## src/rtl/arb_types.sv

```systemverilog
`default_nettype none
// ----------------------------------------------------------------------------
// Package  : arb_types
// Brief    : State/grant encodings and line-offset helper for cache_mem_arbiter
// Revision : 1.0
// ----------------------------------------------------------------------------
package arb_types;

  typedef enum logic [1:0] {
    IDLE    = 2'd0,
    SERVE_I = 2'd1,
    SERVE_D = 2'd2
  } state_e;

  typedef enum logic {
    GRANT_I = 1'b0,
    GRANT_D = 1'b1
  } grant_e;

  localparam int LINE_W_DEFAULT = 256;
  localparam int OFFSET_W       = $clog2(LINE_W_DEFAULT / 8);

  // Number of byte-offset bits inside one cache line of line_w bits.
  function automatic int offset_bits(input int line_w);
    return $clog2(line_w / 8);
  endfunction

endpackage
`default_nettype wire

```

## src/rtl/arb_grant_sel.sv

```systemverilog
`default_nettype none
// ----------------------------------------------------------------------------
// Module   : arb_grant_sel
// Brief    : Picks the winner among I/D requests; ARB_RR_EN selects round-robin,
//            otherwise the D-cache always wins a tie.
// Revision : 1.0
// ----------------------------------------------------------------------------
module arb_grant_sel
  import arb_types::*;
(
  input  logic i_req,
  input  logic d_req,
  input  logic last_grant,
  output logic grant
);

`ifdef ARB_RR_EN
  always_comb begin
    grant = GRANT_I;
    if (i_req && d_req) begin
      // On a tie the requester that was not served last goes first.
      grant = (last_grant == GRANT_I) ? GRANT_D : GRANT_I;
    end else if (d_req) begin
      grant = GRANT_D;
    end
  end
`else
  logic [1:0] unused_inputs;
  assign unused_inputs = {i_req, last_grant};

  always_comb begin
    grant = d_req ? GRANT_D : GRANT_I;
  end
`endif

endmodule
`default_nettype wire

```

## src/rtl/cache_mem_arbiter.sv

```systemverilog
`default_nettype none
// ----------------------------------------------------------------------------
// Module   : cache_mem_arbiter
// Brief    : Shares the physical-memory port between I-cache and D-cache.
//            Define ARB_RR_EN for round-robin ties (default: D-cache priority).
// Revision : 1.0
// ----------------------------------------------------------------------------
module cache_mem_arbiter
  import arb_types::*;
#(
  parameter int ADDR_W = 32,
  parameter int LINE_W = 256
) (
  input  logic              clk,
  input  logic              rst,

  input  logic              icache_read,
  input  logic [ADDR_W-1:0] icache_address,
  output logic [LINE_W-1:0] icache_rdata,
  output logic              icache_resp,

  input  logic              dcache_read,
  input  logic              dcache_write,
  input  logic [ADDR_W-1:0] dcache_address,
  input  logic [LINE_W-1:0] dcache_wdata,
  output logic [LINE_W-1:0] dcache_rdata,
  output logic              dcache_resp,

  output logic              pmem_read,
  output logic              pmem_write,
  output logic [ADDR_W-1:0] pmem_address,
  output logic [LINE_W-1:0] pmem_wdata,
  input  logic [LINE_W-1:0] pmem_rdata,
  input  logic              pmem_resp
);

  localparam int              OFS_W     = offset_bits(LINE_W);
  localparam logic [ADDR_W-1:0] ADDR_MASK = {ADDR_W{1'b1}} << OFS_W;

  state_e state;
  logic   i_req;
  logic   d_req;
  logic   grant;
  logic   last_grant;

  assign i_req = icache_read;
  assign d_req = dcache_read | dcache_write;

`ifdef ARB_RR_EN
  always_ff @(posedge clk or posedge rst) begin
    if (rst) begin
      last_grant <= GRANT_I;
    end else if (pmem_resp && (state == SERVE_I)) begin
      last_grant <= GRANT_I;
    end else if (pmem_resp && (state == SERVE_D)) begin
      last_grant <= GRANT_D;
    end
  end
`else
  assign last_grant = GRANT_I;
`endif

  arb_grant_sel u_grant_sel (
    .i_req      (i_req),
    .d_req      (d_req),
    .last_grant (last_grant),
    .grant      (grant)
  );

  // Read data is broadcast; only the resp pulse tells a cache it is its line.
  assign icache_rdata = pmem_rdata;
  assign dcache_rdata = pmem_rdata;
  assign icache_resp  = (state == SERVE_I) && pmem_resp;
  assign dcache_resp  = (state == SERVE_D) && pmem_resp;

  always_ff @(posedge clk or posedge rst) begin
    if (rst) begin
      state        <= IDLE;
      pmem_read    <= 1'b0;
      pmem_write   <= 1'b0;
      pmem_address <= '0;
      pmem_wdata   <= '0;
    end else begin
      case (state)
        IDLE: begin
          if (i_req || d_req) begin
            if (grant == GRANT_D) begin
              state        <= SERVE_D;
              // A simultaneous read+write from the D-cache is treated as a write.
              pmem_read    <= dcache_read & ~dcache_write;
              pmem_write   <= dcache_write;
              pmem_address <= dcache_address & ADDR_MASK;
              pmem_wdata   <= dcache_wdata;
            end else begin
              state        <= SERVE_I;
              pmem_read    <= 1'b1;
              pmem_write   <= 1'b0;
              pmem_address <= icache_address & ADDR_MASK;
            end
          end
        end
        SERVE_I, SERVE_D: begin
          if (pmem_resp) begin
            state        <= IDLE;
            pmem_read    <= 1'b0;
            pmem_write   <= 1'b0;
            pmem_address <= '0;
          end
        end
        default: begin
          state        <= IDLE;
          pmem_read    <= 1'b0;
          pmem_write   <= 1'b0;
          pmem_address <= '0;
        end
      endcase
    end
  end

endmodule
`default_nettype wire

```

## config.mk

```make
export PLATFORM = sky130hd
export DESIGN_NAME = cache_mem_arbiter
export DESIGN_NICKNAME = d
export VERILOG_FILES = /design/src/rtl/arb_types.sv /design/src/rtl/arb_grant_sel.sv /design/src/rtl/cache_mem_arbiter.sv
export SDC_FILE = /design/constraint.sdc
export NUM_CORES = 1
export LEC_CHECK = 0
export BUFFER_PORTS_ARGS = -buffer_cell sky130_fd_sc_hd__buf_4
export CAP_MARGIN = 20
export CORE_AREA = 5 5 529 531
export CTS_CLUSTER_DIAMETER = 50
export DETAILED_ROUTE_END_ITERATION = 6
export DIE_AREA = 0 0 534 536
export PLACE_DENSITY = 0.3
export SYNTH_ARGS = -nofsm -noshare
export SYNTH_HDL_FRONTEND = slang
export SYNTH_SLANG_ARGS = --single-unit
```

## constraint.sdc

```tcl
create_clock -name clk -period 18.2 [get_ports clk]
set_input_delay 1.82 -clock clk [delete_from_list [all_inputs] [get_ports clk]]
set_output_delay 1.82 -clock clk [all_outputs]
set_load 0.01 [all_outputs]
```

==> results.sh, run 1 <==
export IMPL_status="finished clean"
export IMPL_final_util=0.0814
export IMPL_path_common_cell="buf_4"
export IMPL_place_inst=4869
export IMPL_pre_cts_ws_ps=13160
export IMPL_rsz0062_at_grt="no"
export IMPL_power_frac_seq=0.283
export IMPL_hold_class="reg -> reg"
export IMPL_postCtsHoldBufs=0
export IMPL_gr_usage_all_layers=0.0913
export IMPL_die_h_um=536
export IMPL_h_tree_depth=3
export IMPL_die_w_um=534
export IMPL_cellLeakagePower_nw=8.78
export IMPL_vdd_ir_drop_max_v=0.0000882
export IMPL_first_global_vias=11100
export IMPL_drtIter0Drc=332
export IMPL_core_region_area_sq_um=275000
export IMPL_ant_nets=0
export IMPL_pwr_share_comb=0.406
export IMPL_worst_ep_arrival_time_ps=4810
export IMPL_holdWs_ps=486
export IMPL_max_cap_viol_count=0
export IMPL_critPathKind="in -> reg"
export IMPL_skew_ps=42.3
export IMPL_fin_area_sq_um=22400
export IMPL_routedWlPerCell_um=27.3
export IMPL_dr_pass1_iters=4
export IMPL_grt_max_degree=105
export IMPL_start_kind="input pin"
export IMPL_worst_pin_slew_ps=979
export IMPL_drc_errors=0
export IMPL_path_cells="buf_4, o21ai_4, buf_16, buf_12, buf_4, mux2_2"
export IMPL_tns_ps=0
export IMPL_initial_core_util=0.0546
export IMPL_io_buffers=602
export IMPL_cts_root_buf="clkbuf_16"
export IMPL_p_int_mw=2.61
export IMPL_clkLatencyLatePin_ps=630
export IMPL_dieArea_sq_um=286000
export IMPL_wl_met2_mm=63.6
export IMPL_ioPinCount=1386
export IMPL_fin_crit_ps=4320
export IMPL_postCtsSetupBuffers=0
export IMPL_grt_pass1_wl_mm=162
export IMPL_wl_met1_mm=29.6
export IMPL_cts_sinks=287
export IMPL_cts_resized_gates=0
export IMPL_fin_crit_sh=0.237
export IMPL_gp_congestion=0.728
export IMPL_p_per_area_nw_per_um2=183
export IMPL_dr_wl_met3_mm=37.6
export IMPL_power_frac_clock=0.311
export IMPL_slew_headroom=0.345
export IMPL_hold_viol=0
export IMPL_vias_per_cell=1.98
export IMPL_syn_inst=1209
export IMPL_final_net_count=1916
export IMPL_overflow=0
export IMPL_num_fill_cells=31800
export IMPL_ys_seq_elements=287
export IMPL_cts_buffers=66
export IMPL_synth_warnings=0
export IMPL_cts_buffer_depth=3
export IMPL_netSwitchingPower_mw=1.50
export IMPL_post_dp_cell_area_sq_um=20000
export IMPL_critPathMaxFanout=104
export IMPL_fin_ws_ps=13880
export IMPL_hpwl_mm=120
export IMPL_path_clk_slew_ps=50
export IMPL_setup_viol=0
export IMPL_drv_slew=0
export IMPL_syn_area_sq_um=15000
export IMPL_tritoncts="built"
export IMPL_worstPathRequired_ps=18700
export IMPL_synth_seq_area_share=0.478
export IMPL_max_freq_mhz=232
export IMPL_synth_cell_type_count=26
export IMPL_cp_slowest_stage_delay_ps=860
export IMPL_num_rows=193
export IMPL_cp_top_family="buffers and inverters"
export IMPL_p_sw_frac=0.364
export IMPL_maxUsedRoutingLayer="met5"
export IMPL_cp_slowest_cell="buf_4"
export IMPL_p_total_mw=4.11
export IMPL_drive_gt1_frac=0.700
export IMPL_grt_antenna_before_repair=30
export IMPL_syn_area_per_cell_sq_um=12.4
export IMPL_critPathBufInv=4
export IMPL_cp_end_kind="register"
export IMPL_area_growth_pct=49.1
export IMPL_vias=9871
export IMPL_fin_cells=4996
export IMPL_wirelength_mm=136
state kept, by name (all words and copies together) (netlist names):
name	cells
pmem_read	1
pmem_wdata	256
pmem_write	1
pmem_address	27
state	2
synth_stat cells:
library cell | n | area (sq um)
a21o_1 | 1 | 7.51
a21oi_1 | 2 | 10.0
a22oi_1 | 1 | 7.51
a31oi_1 | 27 | 169
and2_1 | 2 | 12.5
and3_1 | 1 | 6.26
buf_1 | 3 | 11.3
buf_2 | 11 | 55.1
buf_4 | 541 | 4060
buf_6 | 3 | 33.8
clkbuf_1 | 4 | 15.0
conb_1 | 1 | 3.75
dfrtp_1 | 287 | 7180
ha_1 | 3 | 37.5
inv_1 | 4 | 15.0
mux2_1 | 21 | 236
mux2_2 | 235 | 2650
mux2i_1 | 1 | 10.0
nand2_1 | 1 | 3.75
nand2b_1 | 2 | 12.5
nor2_2 | 1 | 6.26
o21a_1 | 27 | 203
o21ai_2 | 1 | 8.76
o21ai_4 | 1 | 16.3
o2bb2ai_1 | 27 | 236
or3b_4 | 1 | 11.3
worst paths after layout:
path / start / to / slack [ps] / cells after the start
setup / recovery: dcache_write / pmem_wdata[166] / 13880 / 6
hold / removal: pmem_address[20] / pmem_address[20] / 490 / 1
setup reg to reg: state[0] / pmem_wdata[166] / 14940 / 7
hold reg to reg: pmem_address[20] / pmem_address[20] / 490 / 1
max in group asynchronous: rst / pmem_address[31] / 14180 / 5
min in group asynchronous: rst / pmem_wdata[224] / 1310 / 2
per-layer routing:
metal  vias to the layer above  track usage
met1                      4506       0.0572
met2                      1311        0.149
li1                       3825            -
met5                         -       0.0137
met4                        16       0.0341
met3                       213        0.118
worst reg2reg max path, stage by stage, from the launching register on:
cell and delay [ps]:
dfrtp_1 360, inv_1 70, ha_1 270, o21ai_4 260, buf_16 240, buf_12 460
buf_4 1010, mux2_2 460
kinds of logic after synthesis:
logic type,synth area share
simple gates,0.00350
mux,0.193
compound gates,0.0438
other cells,0.000250
buf+inv,0.279
flops,0.478
fa+ha+maj,0.00250
final cells by class:
| class | count | area, sq um | share of cell area |
|---|---|---|---|
| Inverter | 4 | 22.5 | 0.00101 |
| Clock inverter | 39 | 470 | 0.0210 |
| Multi-Input combinational cell | 360 | 3670 | 0.164 |
| Antenna cell | 5 | 12.5 | 0.000559 |
| Tap cell | 3607 | 4510 | 0.202 |
| Timing Repair Buffer | 612 | 4650 | 0.208 |
| Clock buffer | 82 | 1880 | 0.0838 |
| Sequential cell | 287 | 7180 | 0.321 |
power groups by stage:
stage	Clock, mW	Combinational (mW)	Sequential (mW)
global route	1.36	1.83	1.20
CTS	1.34	1.73	1.17
finish	1.28	1.67	1.16
floorplan	0	0.695	1.29
detailed placement	0	1.72	1.17
global placement	0	1.72	1.16
layout by cell type (no fill, tap or decap), drive strengths merged:
| cell | n |
|---|---|
| nand2 | 1 |
| ha | 3 |
| inv | 10 |
| a21oi | 2 |
| diode | 5 |
| and3 | 1 |
| and2 | 2 |
| buf | 612 |
| mux2 | 256 |
| clkbuf | 82 |
| o21ai | 2 |
| nor2 | 1 |
| a31oi | 27 |
| clkinvlp | 5 |
| clkinv | 22 |
| conb | 5 |
| bufinv | 6 |
| o2bb2ai | 27 |
| dfrtp | 287 |
| o21a | 27 |
| a21o | 1 |
| or3b | 1 |
| a22oi | 1 |
| nand2b | 2 |
| mux2i | 1 |
No activity file was read; power rests on OpenSTA's default activity.
==> run 2: changes to the inputs <==
--- a/config.mk
+++ b/config.mk
@@ -7,10 +7,10 @@
 export LEC_CHECK = 0
 export BUFFER_PORTS_ARGS = -buffer_cell sky130_fd_sc_hd__buf_4
 export CAP_MARGIN = 20
-export CORE_AREA = 5 5 529 531
+export CORE_AREA = 5 5 534 536
 export CTS_CLUSTER_DIAMETER = 50
 export DETAILED_ROUTE_END_ITERATION = 6
-export DIE_AREA = 0 0 534 536
+export DIE_AREA = 0 0 539 541
 export PLACE_DENSITY = 0.3
 export SYNTH_ARGS = -nofsm -noshare
 export SYNTH_HDL_FRONTEND = slang
==> constraint.sdc (replaced) <==
create_clock -name clk -period 4.12 [get_ports clk]
set_input_delay 0.412 -clock clk [delete_from_list [all_inputs] [get_ports clk]]
set_output_delay 0.412 -clock clk [all_outputs]
set_load 0.01 [all_outputs]
==> results.sh, run 2 (synthesized netlist as in run 1, its figures left out) <==
export IMPL_pwr_share_comb=0.434
export IMPL_worst_ep_arrival_time_ps=2800
export IMPL_vias=10600
export IMPL_fin_crit_ps=2330
export IMPL_cp_end_kind="register"
export IMPL_wl_met2_mm=70.3
export IMPL_initial_core_util=0.0536
export IMPL_clkLatencyLatePin_ps=650
export IMPL_worstPathRequired_ps=4600
export IMPL_path_clk_slew_ps=50
export IMPL_hold_class="in -> reg"
export IMPL_dr_wl_met3_mm=37.6
export IMPL_p_per_area_nw_per_um2=706
export IMPL_die_w_um=539
export IMPL_drtIter0Drc=293
export IMPL_hpwl_mm=125
export IMPL_first_global_vias=12200
export IMPL_vdd_ir_drop_max_v=0.000539
export IMPL_grt_antenna_before_repair=19
export IMPL_most_common_layout_cells="buf_4 (611), dfrtp_1 (287), dlygate4sd3_1 (266), mux2_2 (235), clkbuf_16 (55)"
export IMPL_num_fill_cells=32500
export IMPL_final_common_cell="buf_4"
export IMPL_holdWs_ps=69.0
export IMPL_p_sw_frac=0.372
export IMPL_start_kind="register"
export IMPL_top_regs="pmem_wdata (256), pmem_address (27), state (2)"
export IMPL_overflow=0
export IMPL_wl_met1_mm=27.8
export IMPL_tritoncts="built"
export IMPL_cts_buffer_depth=3
export IMPL_fin_crit_sh=0.565
export IMPL_regMostFlops="pmem_wdata"
export IMPL_ant_nets=0
export IMPL_min_delay_start="dcache_wdata[65]"
export IMPL_p_int_mw=11.0
export IMPL_wirelength_mm=140
export IMPL_drive_gt1_frac=0.583
export IMPL_grt_max_degree=91
export IMPL_hold_viol=0
export IMPL_dr_pass1_iters=4
export IMPL_gp_congestion=0.739
export IMPL_num_rows=195
export IMPL_critPathMaxFanout=30
export IMPL_ioPinCount=1386
export IMPL_max_freq_mhz=430
export IMPL_worst_pin_slew_ps=982
export IMPL_slew_headroom=0.343
export IMPL_drv_slew=0
export IMPL_dieArea_sq_um=292000
export IMPL_io_buffers=602
export IMPL_h_tree_depth=2
export IMPL_final_util=0.0888
export IMPL_place_inst=5011
export IMPL_status="finished clean"
export IMPL_gr_usage_all_layers=0.0920
export IMPL_rsz0062_at_grt="no"
export IMPL_fin_cells=5386
export IMPL_die_h_um=541
export IMPL_skew_ps=26.3
export IMPL_power_frac_clock=0.273
export IMPL_drc_errors=0
export IMPL_power_frac_seq=0.294
export IMPL_routedWlPerCell_um=26.0
export IMPL_vias_per_cell=1.97
export IMPL_cts_root_buf="clkbuf_16"
export IMPL_critPathKind="reg -> reg"
export IMPL_maxUsedRoutingLayer="met5"
export IMPL_cts_sinks=287
export IMPL_max_cap_viol_count=0
export IMPL_area_growth_pct=65.7
export IMPL_rr_startpoint="state[0]"
export IMPL_postCtsSetupBuffers=0
export IMPL_setup_viol=0
export IMPL_startpoint="state[0]"
export IMPL_cellLeakagePower_nw=9.72
export IMPL_grt_pass1_wl_mm=169
export IMPL_netSwitchingPower_mw=6.54
export IMPL_largest_reg_flops=256
export IMPL_final_net_count=2177
export IMPL_core_region_area_sq_um=280000
export IMPL_cts_buffers=55
-- run 2: layer usage --
layer,track usage,up-vias
li1,-,4328
met5,0.00838,-
met4,0.0249,10
met3,0.115,147
met2,0.163,1244
met1,0.0530,4900
-- run 2: final cells by class --
type | instances | area (sq um) | share of cell area
clock buffer | 68 | 1500 | 0.0601
tap | 3743 | 4680 | 0.188
sequential | 287 | 7180 | 0.289
multi-input combinational | 360 | 3670 | 0.147
antenna | 5 | 12.5 | 0.000503
timing repair buffer | 884 | 7390 | 0.297
clock inverter | 35 | 429 | 0.0172
inverter | 4 | 18.8 | 0.000754
-- run 2: per-stage QoR --
step / TNS, ps / worst slack (ps) / total power, mW / area, sq um
floorplan: -27900 / -97.2 / 8.75 / 15000
global placement: 0 / 1700 / 12.9 / 20200
detailed placement: 0 / 1720 / 12.9 / 20300
CTS: 0 / 1750 / 18.2 / 24800
global route: 0 / 1640 / 18.8 / 24900
finish: 0 / 1790 / 17.6 / 24900
-- run 2: worst paths after layout --
check | depth (start not counted) | to | slack [ps]
worst max-delay path | 5 | pmem_read | 1790
worst min-delay path | 2 | pmem_wdata[65] | 70
worst max register to register | 5 | pmem_read | 1790
worst min register to register | 1 | pmem_write | 480
max in group asynchronous | 4 | pmem_wdata[171] | 2670
min in group asynchronous | 3 | pmem_wdata[8] | 490
-- run 2: critical path, stage by stage, from the launching register on --
cell	delay, ps
dfrtp_1	410
inv_1	90
ha_1	270
or3b_4	430
o21ai_4	760
a22oi_1	200
-- run 2: power by group through the flow --
stage | clock network, mW | registers [mW] | logic (mW)
3_3_place_gp | 0 | 5.17 | 7.78
4_1_cts | 5.04 | 5.19 | 8.00
5_1_grt | 5.12 | 5.35 | 8.37
6_report | 4.79 | 5.16 | 7.62
3_5_place_dp | 0 | 5.19 | 7.75
2_1_floorplan | 0 | 5.68 | 3.07
-- run 2: what timing repair did --
action / 4_1_cts / 5_1_grt
resized for setup: 0 / 0
hold buffers: 266 / 0
hold endpoints to repair: 279 / 0
==> run 3: changes to the inputs <==
--- a/config.mk
+++ b/config.mk
@@ -7,10 +7,10 @@
 export LEC_CHECK = 0
 export BUFFER_PORTS_ARGS = -buffer_cell sky130_fd_sc_hd__buf_4
 export CAP_MARGIN = 20
-export CORE_AREA = 5 5 534 536
+export CORE_AREA = 5 5 532 534
 export CTS_CLUSTER_DIAMETER = 50
 export DETAILED_ROUTE_END_ITERATION = 6
-export DIE_AREA = 0 0 539 541
+export DIE_AREA = 0 0 537 539
 export PLACE_DENSITY = 0.3
 export SYNTH_ARGS = -nofsm -noshare
 export SYNTH_HDL_FRONTEND = slang
==> constraint.sdc (replaced) <==
create_clock -name clk -period 2 [get_ports clk]
set_input_delay 0.2 -clock clk [delete_from_list [all_inputs] [get_ports clk]]
set_output_delay 0.2 -clock clk [all_outputs]
set_load 0.01 [all_outputs]
==> results.sh, run 3 (synthesized netlist as in run 1, its figures left out) <==
export IMPL_status="finished clean"
export IMPL_rr_startpoint="state[0]"
export IMPL_ant_nets=0
export IMPL_cp_depth=5
export IMPL_cp_slowest_stage_delay_ps=560
export IMPL_ioPinCount=1386
export IMPL_cp_end_kind="register"
export IMPL_hold_viol=0
export IMPL_grt_pass1_wl_mm=165
export IMPL_hpwl_mm=125
export IMPL_overflow=0
export IMPL_die_w_um=537
export IMPL_top_regs="pmem_wdata (256), pmem_address (27), state (2)"
export IMPL_cts_buffer_depth=3
export IMPL_regMostFlops="pmem_wdata"
export IMPL_drc_errors=0
export IMPL_reg2reg_to="state[0]"
export IMPL_vias_per_cell=1.96
export IMPL_gr_usage_all_layers=0.0907
export IMPL_max_cap_viol_count=0
export IMPL_start_kind="register"
export IMPL_path_clk_slew_ps=60
export IMPL_wirelength_mm=138
export IMPL_multi_input_area_sq_um=3670
export IMPL_cts_buffers=51
export IMPL_critPathMaxFanout=5
export IMPL_startpoint="state[0]"
export IMPL_worst_ep_arrival_time_ps=2500
export IMPL_path_cells="inv_1, ha_2, or3b_4, a21oi_1, dlygate4sd3_1"
export IMPL_seqCellArea_sq_um=7180
export IMPL_num_fill_cells=32100
export IMPL_clkLatencyLatePin_ps=630
export IMPL_num_rows=194
export IMPL_io_buffers=602
export IMPL_largest_reg_flops=256
export IMPL_cp_top_family="buffers and inverters"
export IMPL_initial_core_util=0.0540
export IMPL_vias=10600
export IMPL_use_met1=0.0551
export IMPL_endpoint="state[0]"
export IMPL_grt_max_degree=52
export IMPL_core_region_area_sq_um=278000
export IMPL_hold_class="in -> async"
export IMPL_slew_headroom=0.495
export IMPL_first_global_vias=12300
export IMPL_drv_slew=0
export IMPL_h_tree_depth=2
export IMPL_vdd_ir_drop_max_v=0.00116
export IMPL_final_util=0.0916
export IMPL_most_common_layout_cells="buf_4 (619), dlygate4sd3_1 (314), dfrtp_1 (287), mux2_2 (235), clkbuf_16 (52)"
export IMPL_critPathBufInv=2
export IMPL_grt_util_met2=0.153
export IMPL_setup_viol=0
export IMPL_use_met3=0.115
export IMPL_drtIter0Drc=333
export IMPL_critPathKind="reg -> reg"
export IMPL_dieArea_sq_um=289000
export IMPL_rsz0062_at_grt="no"
export IMPL_skew_ps=16.3
export IMPL_max_freq_mhz=520
export IMPL_dr_pass1_iters=4
export IMPL_die_h_um=539
export IMPL_worstPathRequired_ps=2570
export IMPL_routedWlPerCell_um=25.5
export IMPL_final_common_cell="buf_4"
export IMPL_final_net_count=2237
export IMPL_cp_slowest_cell="dlygate4sd3_1"
export IMPL_grt_antenna_before_repair=5
export IMPL_gp_congestion=0.761
export IMPL_p_per_area_nw_per_um2=1450
export IMPL_tritoncts="built"
export IMPL_worst_pin_slew_ps=757
export IMPL_cts_root_buf="clkbuf_16"
export IMPL_reg2reg_depth=5
export IMPL_fin_crit_sh=0.962
export IMPL_area_growth_pct=69.6
export IMPL_fin_crit_ps=1920
export IMPL_drive_gt1_frac=0.571
export IMPL_cts_sinks=287
export IMPL_p_total_mw=37.0
export IMPL_tns_ps=0
export IMPL_cellLeakagePower_nw=9.98
export IMPL_r2r_slack_ps=80
export IMPL_grt_busiest_layer="met2"
## run 3: cell types whose count changed in the layout (fill, tap and decap cells not counted), moves of 2 or more
cell	before	now
clkinv_8	2	0
inv_8	2	0
clkbuf_16	55	52
diode_2	5	2
bufinv_16	6	8
clkbuf_1	6	3
dlygate4sd3_1	266	314
buf_12	5	15
clkbuf_8	7	5
buf_4	611	619
clkinv_4	6	4
## run 3: repair_timing
action | CTS | global route
gates resized for setup | 0 | 1
endpoints found under the hold margin | 423 | 0
buffers inserted | 0 | 0
endpoints found under the setup margin | 0 | 1
hold buffers | 314 | 0
## run 3: where the power goes
group          switching [mW]  internal [mW]  leakage, nW
clock                    3.56           6.03        0.890
combinational            8.59           8.21         5.69
sequential               1.82           8.83         3.39
total                    14.0           23.1         9.98
## run 3: how the worst min path moves through the flow
stage,end,start,depth (start not counted)
2_1_floorplan,pmem_wdata[39],dcache_wdata[39],1
3_5_place_dp,pmem_wdata[55],rst,3
5_1_grt,pmem_wdata[85],dcache_write,4
4_1_cts,state[1],dcache_read,4
3_3_place_gp,pmem_wdata[57],rst,3
6_report,pmem_wdata[55],rst,4
## run 3: final cells by class
type	instances	area share
antenna	2	0.000197
clock inverter	34	0.0182
timing repair buffer	948	0.318
inverter	4	0.000737
multi-input combinational	360	0.144
clock buffer	60	0.0542
sequential	287	0.282
tap	3724	0.183
## run 3: routing by layer
layer	vias to the layer above	wire (um)	part of all wire
met5	-	21	0.00015
met4	4	5030	0.036
met3	116	38900	0.28
met2	1153	65600	0.48
met1	4944	28500	0.21
li1	4428	-	-
## run 3: worst reg2reg max path, cell delays in order (launching register included)
cell	delay, ps
dfrtp_1	400
inv_1	100
ha_2	250
or3b_4	410
a21oi_1	150
dlygate4sd3_1	560
## run 3: metrics by stage
| stage | instances | area (sq um) | hold slack (ps) | setup slack [ps] |
|---|---|---|---|---|
| after global placement | 5009 | 20500 | 361 | 95.6 |
| final | 5419 | 25500 | 228 | 75.1 |
| after floorplan | 1213 | 15000 | 332 | -2010 |
| after detailed placement | 5009 | 20500 | 358 | 92.9 |
| after CTS | 5417 | 25500 | 158 | 45.8 |
| after global routing | 5418 | 25500 | 200 | 0.511 |
